<file path="src/rtl/spm_seq_ctrl_pkg.sv">
// spm_seq_ctrl_pkg: shared state type and counter sizing for the spm sequencer
package spm_seq_ctrl_pkg;
    typedef enum logic [1:0] {IDLE, CLEAR, RUN, DONE} spm_seq_state_t;
    function automatic int spm_cnt_w(input int width, input int lat);
        return $clog2(2 * width + lat + 1);
    endfunction
endpackage

</file>
<file path="src/rtl/spm_seq_ctrl_if.sv">
// spm_seq_ctrl_if: operand request and product response handshakes
interface spm_seq_ctrl_if #(parameter int WIDTH = 32);
    logic in_valid, in_ready, out_valid, out_ready;
    logic [WIDTH-1:0] mc, mp;
    logic [2*WIDTH-1:0] prod;
    modport master(output in_valid, mc, mp, out_ready, input in_ready, out_valid, prod);
    modport slave(input in_valid, mc, mp, out_ready, output in_ready, out_valid, prod);
endinterface

</file>
<file path="src/rtl/spm_prod_collect.sv">
// spm_prod_collect: right-shift register gathering the LSB-first serial product
module spm_prod_collect #(parameter int WIDTH = 32) (
    input  logic               clk,
    input  logic               rst,
    input  logic               clr,
    input  logic               en,
    input  logic               bit_in,
    output logic [2*WIDTH-1:0] q
);
    always_ff @(posedge clk)
        q <= (rst || clr) ? '0 : en ? {bit_in, q[2*WIDTH-1:1]} : q;
endmodule

</file>
<file path="src/rtl/spm_seq_ctrl.sv">
// spm_seq_ctrl: drives a serial-parallel multiplier and returns the full product
// SPM_SEQ_CTRL_SIGNED_EN selects sign extension of the serial multiplier.
module spm_seq_ctrl
    import spm_seq_ctrl_pkg::*;
#(
    parameter int WIDTH = 32,
    parameter int LAT   = 1
) (
    input  logic             clk,
    input  logic             rst,
    spm_seq_ctrl_if.slave    bus,
    output logic             spm_rst,
    output logic [WIDTH-1:0] spm_x,
    output logic             spm_y,
    input  logic             spm_p
);
    localparam int N = 2 * WIDTH + LAT;
    localparam int CW = spm_cnt_w(WIDTH, LAT);
    localparam logic [CW-1:0] LAST = CW'(N - 1);
    localparam logic [CW-1:0] LATC = CW'(LAT);

    spm_seq_state_t state, nxt;
    logic [CW-1:0] cnt;
    logic [WIDTH-1:0] op;
    logic run, clr, fill;

`ifdef SPM_SEQ_CTRL_SIGNED_EN
    assign fill = op[WIDTH-1];
`else
    assign fill = 1'b0;
`endif

    always_ff @(posedge clk)
        state <= rst ? IDLE : nxt;

    always_comb begin
        nxt = state;
        case (state)
            IDLE:    nxt = bus.in_valid ? CLEAR : IDLE;
            CLEAR:   nxt = RUN;
            RUN:     nxt = (cnt == LAST) ? DONE : RUN;
            default: nxt = bus.out_ready ? IDLE : DONE;
        endcase
    end

    always_comb begin
        run = state == RUN;
        clr = state == CLEAR;
        bus.in_ready = state == IDLE;
        bus.out_valid = state == DONE;
        spm_rst = rst | clr;
        spm_y = run & op[0];
    end

    // op shifts once per RUN cycle, so op[0] walks mp LSB first then the fill bit
    always_ff @(posedge clk) begin
        if (rst) begin
            cnt <= '0;
            op <= '0;
            spm_x <= '0;
        end else begin
            cnt <= run ? cnt + 1'b1 : '0;
            if (state == IDLE && bus.in_valid) begin
                spm_x <= bus.mc;
                op <= bus.mp;
            end else if (run) begin
                op <= {fill, op[WIDTH-1:1]};
            end
        end
    end

    spm_prod_collect #(.WIDTH(WIDTH)) u_collect (
        .clk(clk),
        .rst(rst),
        .clr(clr),
        .en(run && cnt >= LATC),
        .bit_in(spm_p),
        .q(bus.prod)
    );
endmodule

</file>
<file path="src/flat_wrapper.sv">
// flat-port wrapper written by rule: the top's interface ports become plain ports
module spm_seq_ctrl_flat import spm_seq_ctrl_pkg::*;
#(
    parameter int WIDTH = 32,
    parameter int LAT   = 1
)
  (clk, rst, spm_rst, spm_x, spm_y, spm_p, bus_in_valid, bus_mc, bus_mp, bus_out_ready, bus_in_ready, bus_out_valid, bus_prod);
  spm_seq_ctrl_if #(.WIDTH(WIDTH)) bus_i ();
  input  logic clk;
  input  logic rst;
  output logic spm_rst;
  output logic [WIDTH-1:0] spm_x;
  output logic spm_y;
  input  logic spm_p;
  input wire logic [$bits(bus_i.in_valid)-1:0] bus_in_valid;
  input wire logic [$bits(bus_i.mc)-1:0] bus_mc;
  input wire logic [$bits(bus_i.mp)-1:0] bus_mp;
  input wire logic [$bits(bus_i.out_ready)-1:0] bus_out_ready;
  output wire logic [$bits(bus_i.in_ready)-1:0] bus_in_ready;
  output wire logic [$bits(bus_i.out_valid)-1:0] bus_out_valid;
  output wire logic [$bits(bus_i.prod)-1:0] bus_prod;
  assign bus_i.in_valid = bus_in_valid;
  assign bus_i.mc = bus_mc;
  assign bus_i.mp = bus_mp;
  assign bus_i.out_ready = bus_out_ready;
  assign bus_in_ready = bus_i.in_ready;
  assign bus_out_valid = bus_i.out_valid;
  assign bus_prod = bus_i.prod;
  spm_seq_ctrl #(.WIDTH(WIDTH), .LAT(LAT)) u_core (.clk(clk), .rst(rst), .bus(bus_i), .spm_rst(spm_rst), .spm_x(spm_x), .spm_y(spm_y), .spm_p(spm_p));
endmodule
</file>
<file path="config.mk">
export PLATFORM = sky130hd
export DESIGN_NAME = spm_seq_ctrl_flat
export DESIGN_NICKNAME = d
export VERILOG_FILES = /design/src/rtl/spm_seq_ctrl_pkg.sv /design/src/rtl/spm_seq_ctrl_if.sv /design/src/rtl/spm_prod_collect.sv /design/src/rtl/spm_seq_ctrl.sv /design/src/flat_wrapper.sv
export SDC_FILE = /design/constraint.sdc
export NUM_CORES = 1
export LEC_CHECK = 0
export CORE_ASPECT_RATIO = 1.1
export CORE_MARGIN = 2
export CORE_UTILIZATION = 45
export DETAILED_ROUTE_END_ITERATION = 7
export GPL_ROUTABILITY_DRIVEN = 0
export PLACE_DENSITY_LB_ADDON = 0.3
export SYNTH_ARGS = -nofsm -noshare
export SYNTH_HDL_FRONTEND = slang
export SYNTH_SLANG_ARGS = --single-unit
</file>
<file path="constraint.sdc">
create_clock -name clk -period 3.1 [get_ports clk]
set_input_delay 0.775 -clock clk [delete_from_list [all_inputs] [get_ports clk]]
set_output_delay 0.775 -clock clk [all_outputs]
set_load 0.03 [all_outputs]
</file>
==> results of run 1 <==
-- cell usage in the layout, fill, tap and decap left out, types with 2 or more instances in the layout --
cell type / netlist / layout
clkinv_4: 0 / 2
clkinvlp_4: 0 / 3
and2_1: 2 / 2
o21ai_0: 2 / 2
xor2_1: 2 / 2
a21oi_1: 36 / 36
ha_1: 7 / 6
clkbuf_16: 0 / 17
mux2i_1: 95 / 95
inv_1: 6 / 6
nor2_1: 38 / 37
or3_1: 2 / 2
clkdlybuf4s50_1: 0 / 167
nand2_1: 133 / 132
dfxtp_1: 137 / 137
clkinv_2: 0 / 2
buf_4: 0 / 6
bufinv_16: 0 / 4
a211oi_1: 31 / 31
nand3_1: 3 / 3
clkbuf_8: 0 / 3
-- area by class of cell --
class                   count  area (um^2)  area share (%)
flip-flops and latches    137         2740            36.2
multi-input cells         359         2250            29.7
repair buffers            175         1740            23.0
clock buffers              20          467            6.16
well taps                 150          188            2.48
clock inverters            11          170            2.25
inverters                   6         22.5           0.297
-- cell usage after synthesis, drive strengths merged (3+ instances only) --
cell    instances  area, um^2
dfxtp         137        2740
nand2         133         499
mux2i          95         951
nor2           38         143
a21oi          36         180
a211oi         31         233
clkbuf         22        82.6
buf            17         183
ha              7        87.6
inv             6        22.5
nand3           3        15.0
o21ai           3        26.3
-- flip-flops by register name, indices dropped and copies added, names as in the netlist --
register            cells
u_core.cnt              7
u_core.op              32
u_core.spm_x           32
u_core.state            2
u_core.u_collect.q     64
-- cell families after synthesis --
logic type / synth area share (%)
buffers and inverters: 5.47
xor gates and xnor gates: 0.499
and+or+nand+nor: 13.6
adders and majority gates: 1.66
muxes: 18.1
AOI/OAI and AO/OA: 8.65
DFF: 52.1
-- worst max-delay path, delay by kind of cell (launching register included) --
kind	cells	cell delay, ns
flip-flops	1	0.33
adder cells (fa/ha/maj)	1	0.21
buffers and inverters	3	0.82
AND/OR/NAND/NOR	1	0.04
-- worst paths after layout --
kind / depth (start not counted) / endpoint / start
worst max-delay path: 5 / spm_rst / u_core.state[1]
worst min-delay path: 2 / u_core.spm_x[11] / u_core.spm_x[11]
worst max register to register: 6 / u_core.u_collect.q[41] / u_core.cnt[1]
worst min register to register: 2 / u_core.spm_x[11] / u_core.spm_x[11]
-- report_power, final --
| group | internal (uW) | leakage, uW | total (uW) | switching (uW) |
|---|---|---|---|---|
| Combinational | 283 | 0.00171 | 629 | 346 |
| Clock | 1400 | 0.000304 | 2140 | 731 |
| Sequential | 1860 | 0.00112 | 1920 | 53.9 |
-- metrics by stage --
step / utilization (%) / power (uW) / worst slack, ns / hold WS (ns) / std cells
floorplan: - / 2360 / 0.641 / 0.451 / 541
global placement: 60.7 / 2570 / 0.615 / 0.442 / 827
detailed placement: 60.7 / 2580 / 0.611 / 0.449 / 827
CTS: 66.2 / 4730 / 0.487 / 0.455 / 858
global route: 66.2 / 4900 / 0.422 / 0.476 / 858
finish: 66.2 / 4680 / 0.508 / 0.456 / 858
-- routing by layer --
metal  GRT usage [%]  vias up
met1            22.5     1894
li1                -     2144
met3            8.45       15
met2            29.0      135
met5               0        -
met4            8.12        0
==> impl_metrics.tcl, run 1 <==
set metrics [dict create \
    fillers 924 \
    design.die.area_mm2 0.0126 \
    io_buffers 168 \
    hold_violations 0 \
    syn_inst 541 \
    synth-async-reset-ratio_pct 0 \
    core_mm2 0.0114 \
    relSlewSlack_pct 55.5 \
    grt_setup_unrepaired "no" \
    arrival_ns 1.82 \
    setup-violations-final 0 \
    timing.final.crit_period_ns 2.59 \
    syn_area_mm2 0.00527 \
    rows 41 \
    cts_resized 0 \
    path_clk_slew_ns 0.06 \
    routed-via-count 4188 \
    cts_made_buffers 17 \
    wire_per_inst_um 13.2 \
    postCtsHoldBufs 0 \
    grt_pass1_wl_um 19000 \
    grt_max_degree 67 \
    critical_path.max_fanout 3 \
    cts_num_sinks 137 \
    maxCapViolCount 0 \
    post_cts_buffers 0 \
    hpwlAfterDp_um 7820 \
    hp-class "reg2reg" \
    synth_seq_cells 137 \
    yosysUniqueCellTypes 25 \
    tightestPinTransition_ns 0.667 \
    ys.flop_type "dfxtp_1" \
    die_w_um 107 \
    tritoncts "built" \
    stdcell_area_mm2 0.00758 \
    syn_to_final_growth_pct 43.9 \
    met1_length_um 4900 \
    max_freq_mhz 386 \
    gr-total-overflow 0 \
    ctsRootBufferMaster "clkbuf_16" \
    seq_area_frac_synth_pct 52.1 \
    cp.required_ns 2.32 \
    final_nets 772 \
    post_synth.cell_area_avg_um2 9.73 \
    placed_cell_area_mm2 0.00694 \
    critPathKind "reg2out" \
    slew_violations 0 \
    final.setup.tns_ns 0 \
    drc 0 \
    drtAntennaViolNets 0 \
    clockBufferDepth 2 \
    powerDensity_mw_per_mm2 618 \
    yosys_warnings 0 \
    synth_nets 617 \
    antenna_found_initial 0 \
    grt_pass1_vias 4164 \
    fin_crit_sh_pct 83.6 \
    outcome "completed" \
    diodes 0 \
    wl_met3_um 996 \
    crit_chain "inv_1 > ha_1 > nor2_4 > inv_1 > clkdlybuf4s50_1" \
    path_common_cell "inv_1" \
    pin_count 169 \
    htreeDepth 4 \
    synth-edff-count 0 \
    avgViaCountPerCell 4.88 \
    max-vdd-ir-drop_uv 370 \
    total_leakage_power_uw 0.00313 \
    track_usage_pct 18.8 \
    cpPeakStageDelay_ns 0.67 \
    top_layer "met4" \
    die_h_um 117 \
    worstSetupStartpointType "flop" \
    clk_latency_ns 0.41 \
    wl_um 11400 \
    cp-end-kind "primary output" \
    skew_ns 0.0135 \
    start_util_pct 46.0 \
    drt_iter0_drc 205 \
    drtPass1Iterations 4 \
    crit_slowest_cell "clkdlybuf4s50_1" \
    wl_met2_um 5280 \
    layout-drive-gt1-share_pct 6.21 \
    reg2reg_slack_ns 1.09 \
]
Note: power is estimated with default switching activity, not from simulation.
==> inputs of run 2 (changes only) <==
Settings changed: CORE_UTILIZATION 45 to 42.
Clock period 3.1 ns to 2.3 ns, I/O delays scaled along.
==> impl_metrics.tcl, run 2 (synthesis results as in run 1) <==
set metrics [dict create \
    r2r_end "u_core.u_collect.q[63]" \
    total_leakage_power_uw 0.00314 \
    gr-total-overflow 0 \
    clk_latency_ns 0.41 \
    grt_setup_unrepaired "no" \
    outcome "completed" \
    powerDensity_mw_per_mm2 808 \
    max-vdd-ir-drop_uv 492 \
    design.die.area_mm2 0.0134 \
    worstSetupStartpointType "flop" \
    clockBufferDepth 2 \
    hold_violations 0 \
    final-seq-area_mm2 0.00274 \
    cp.required_ns 1.73 \
    layout-drive-gt1-share_pct 6.06 \
    endpoint "spm_rst" \
    largest_reg_flops 64 \
    hpwlAfterDp_um 7860 \
    postCtsHoldBufs 0 \
    drt_iter0_drc 215 \
    rows 42 \
    grt_max_degree 96 \
    wire_per_inst_um 13.3 \
    fillers 1034 \
    multi_input_area_mm2 0.00225 \
    reg2reg_depth 6 \
    cts_made_buffers 17 \
    grt_pass1_wl_um 19400 \
    reg2reg_slack_ns 0.36 \
    timing.final.crit_period_ns 2.14 \
    top_register "u_core.u_collect.q" \
    final.setup.tns_ns 0 \
    drc 0 \
    setup-violations-final 0 \
    hp-class "reg2reg" \
    tightestPinTransition_ns 0.691 \
    drtPass1Iterations 5 \
    pin_count 169 \
    final_nets 772 \
    cp-end-kind "primary output" \
    post_cts_buffers 0 \
    final_cell_mix "163 x clkdlybuf4s50_1, 137 x dfxtp_1, 132 x nand2_1, 95 x mux2i_1, 37 x nor2_1" \
    crit_start "u_core.state[1]" \
    maxCapViolCount 0 \
    die_w_um 111 \
    arrival_ns 1.57 \
    io_buffers 168 \
    tritoncts "built" \
    start_util_pct 43.4 \
    diodes 0 \
    rr_startpoint "u_core.cnt[1]" \
    grt_pass1_vias 4202 \
    relSlewSlack_pct 53.9 \
    max_freq_mhz 466 \
    path_clk_slew_ns 0.06 \
    avgViaCountPerCell 4.89 \
    critical_path.max_fanout 3 \
    htreeDepth 4 \
    core_mm2 0.0121 \
    antenna_found_initial 0 \
    cts_num_sinks 137 \
    fin_crit_sh_pct 93.3 \
    syn_to_final_growth_pct 43.4 \
    wl_um 11500 \
    postLayoutCoreUtil_pct 62.2 \
    drtAntennaViolNets 0 \
    die_h_um 121 \
    holdWs_ns 0.455 \
    skew_ns 0.00356 \
    track_usage_pct 17.7 \
    slew_violations 0 \
    ctsRootBufferMaster "clkbuf_16" \
    final_common_cell "clkdlybuf4s50_1" \
    critPathKind "reg2out" \
    routed-via-count 4220 \
    reg_top3 "u_core.u_collect.q x64, u_core.op x32, u_core.spm_x x32" \
]
run 2: worst min-delay path by stage:
| stage | depth (start not counted) | startpoint | endpoint | slack, ns |
|---|---|---|---|---|
| 2_1_floorplan | 1 | u_core.cnt[0] | u_core.cnt[0] | 0.45 |
| 6_report | 2 | u_core.spm_x[29] | u_core.spm_x[29] | 0.45 |
| 3_3_place_gp | 2 | u_core.spm_x[7] | u_core.spm_x[7] | 0.44 |
| 5_1_grt | 2 | u_core.spm_x[11] | u_core.spm_x[11] | 0.47 |
| 4_1_cts | 2 | u_core.spm_x[29] | u_core.spm_x[29] | 0.45 |
| 3_5_place_dp | 2 | u_core.spm_x[29] | u_core.spm_x[29] | 0.45 |
run 2: cell type report:
type                    count  share of cell area (%)
clock buffers              24                    6.51
clock inverters             8                    1.23
inverters                   6                   0.298
multi-input cells         359                    29.8
flip-flops and latches    137                    36.3
well taps                 154                    2.55
repair buffers            175                    23.3
run 2: timing repair:
| action | in CTS | in global routing |
|---|---|---|
| resized for setup | 3 | 0 |
| hold endpoints to repair | 0 | 0 |
| endpoints found under the setup margin | 3 | 0 |
run 2: metrics by stage:
step	power [uW]	setup slack, ns	instances	instance area (um^2)
2_1_floorplan	3180	0.241	541	5270
3_3_place_gp	3480	0.214	831	6970
3_5_place_dp	3500	0.221	831	6970
4_1_cts	6150	0.129	863	7550
5_1_grt	6330	0.0562	863	7550
6_report	6100	0.155	863	7550
run 2: metal layers:
layer / wire, um / GRT usage, %
met5: 0 / 0
met4: 235 / 7.97
met3: 998 / 7.44
met2: 5270 / 28.3
met1: 5010 / 20.8
run 2: power by group:
group | total, uW | switching [uW] | internal (uW) | leakage (uW)
clock | 2660 | 955 | 1700 | 0.000290
combinational | 862 | 474 | 388 | 0.00173
sequential | 2580 | 70.7 | 2510 | 0.00112
run 2: worst max-delay path: stages, from the launching register on:
cell	delay, ns
dfxtp_1	0.35
inv_1	0.07
ha_1	0.22
nor2_4	0.10
inv_1	0.07
dlygate4sd2_1	0.35
==> inputs of run 3 (changes only) <==
Settings changed: HOLD_SLACK_MARGIN set to 0.03.
==> results of run 3 <==
Same layout as run 2: the final DEF is identical, and so are final timing and power.
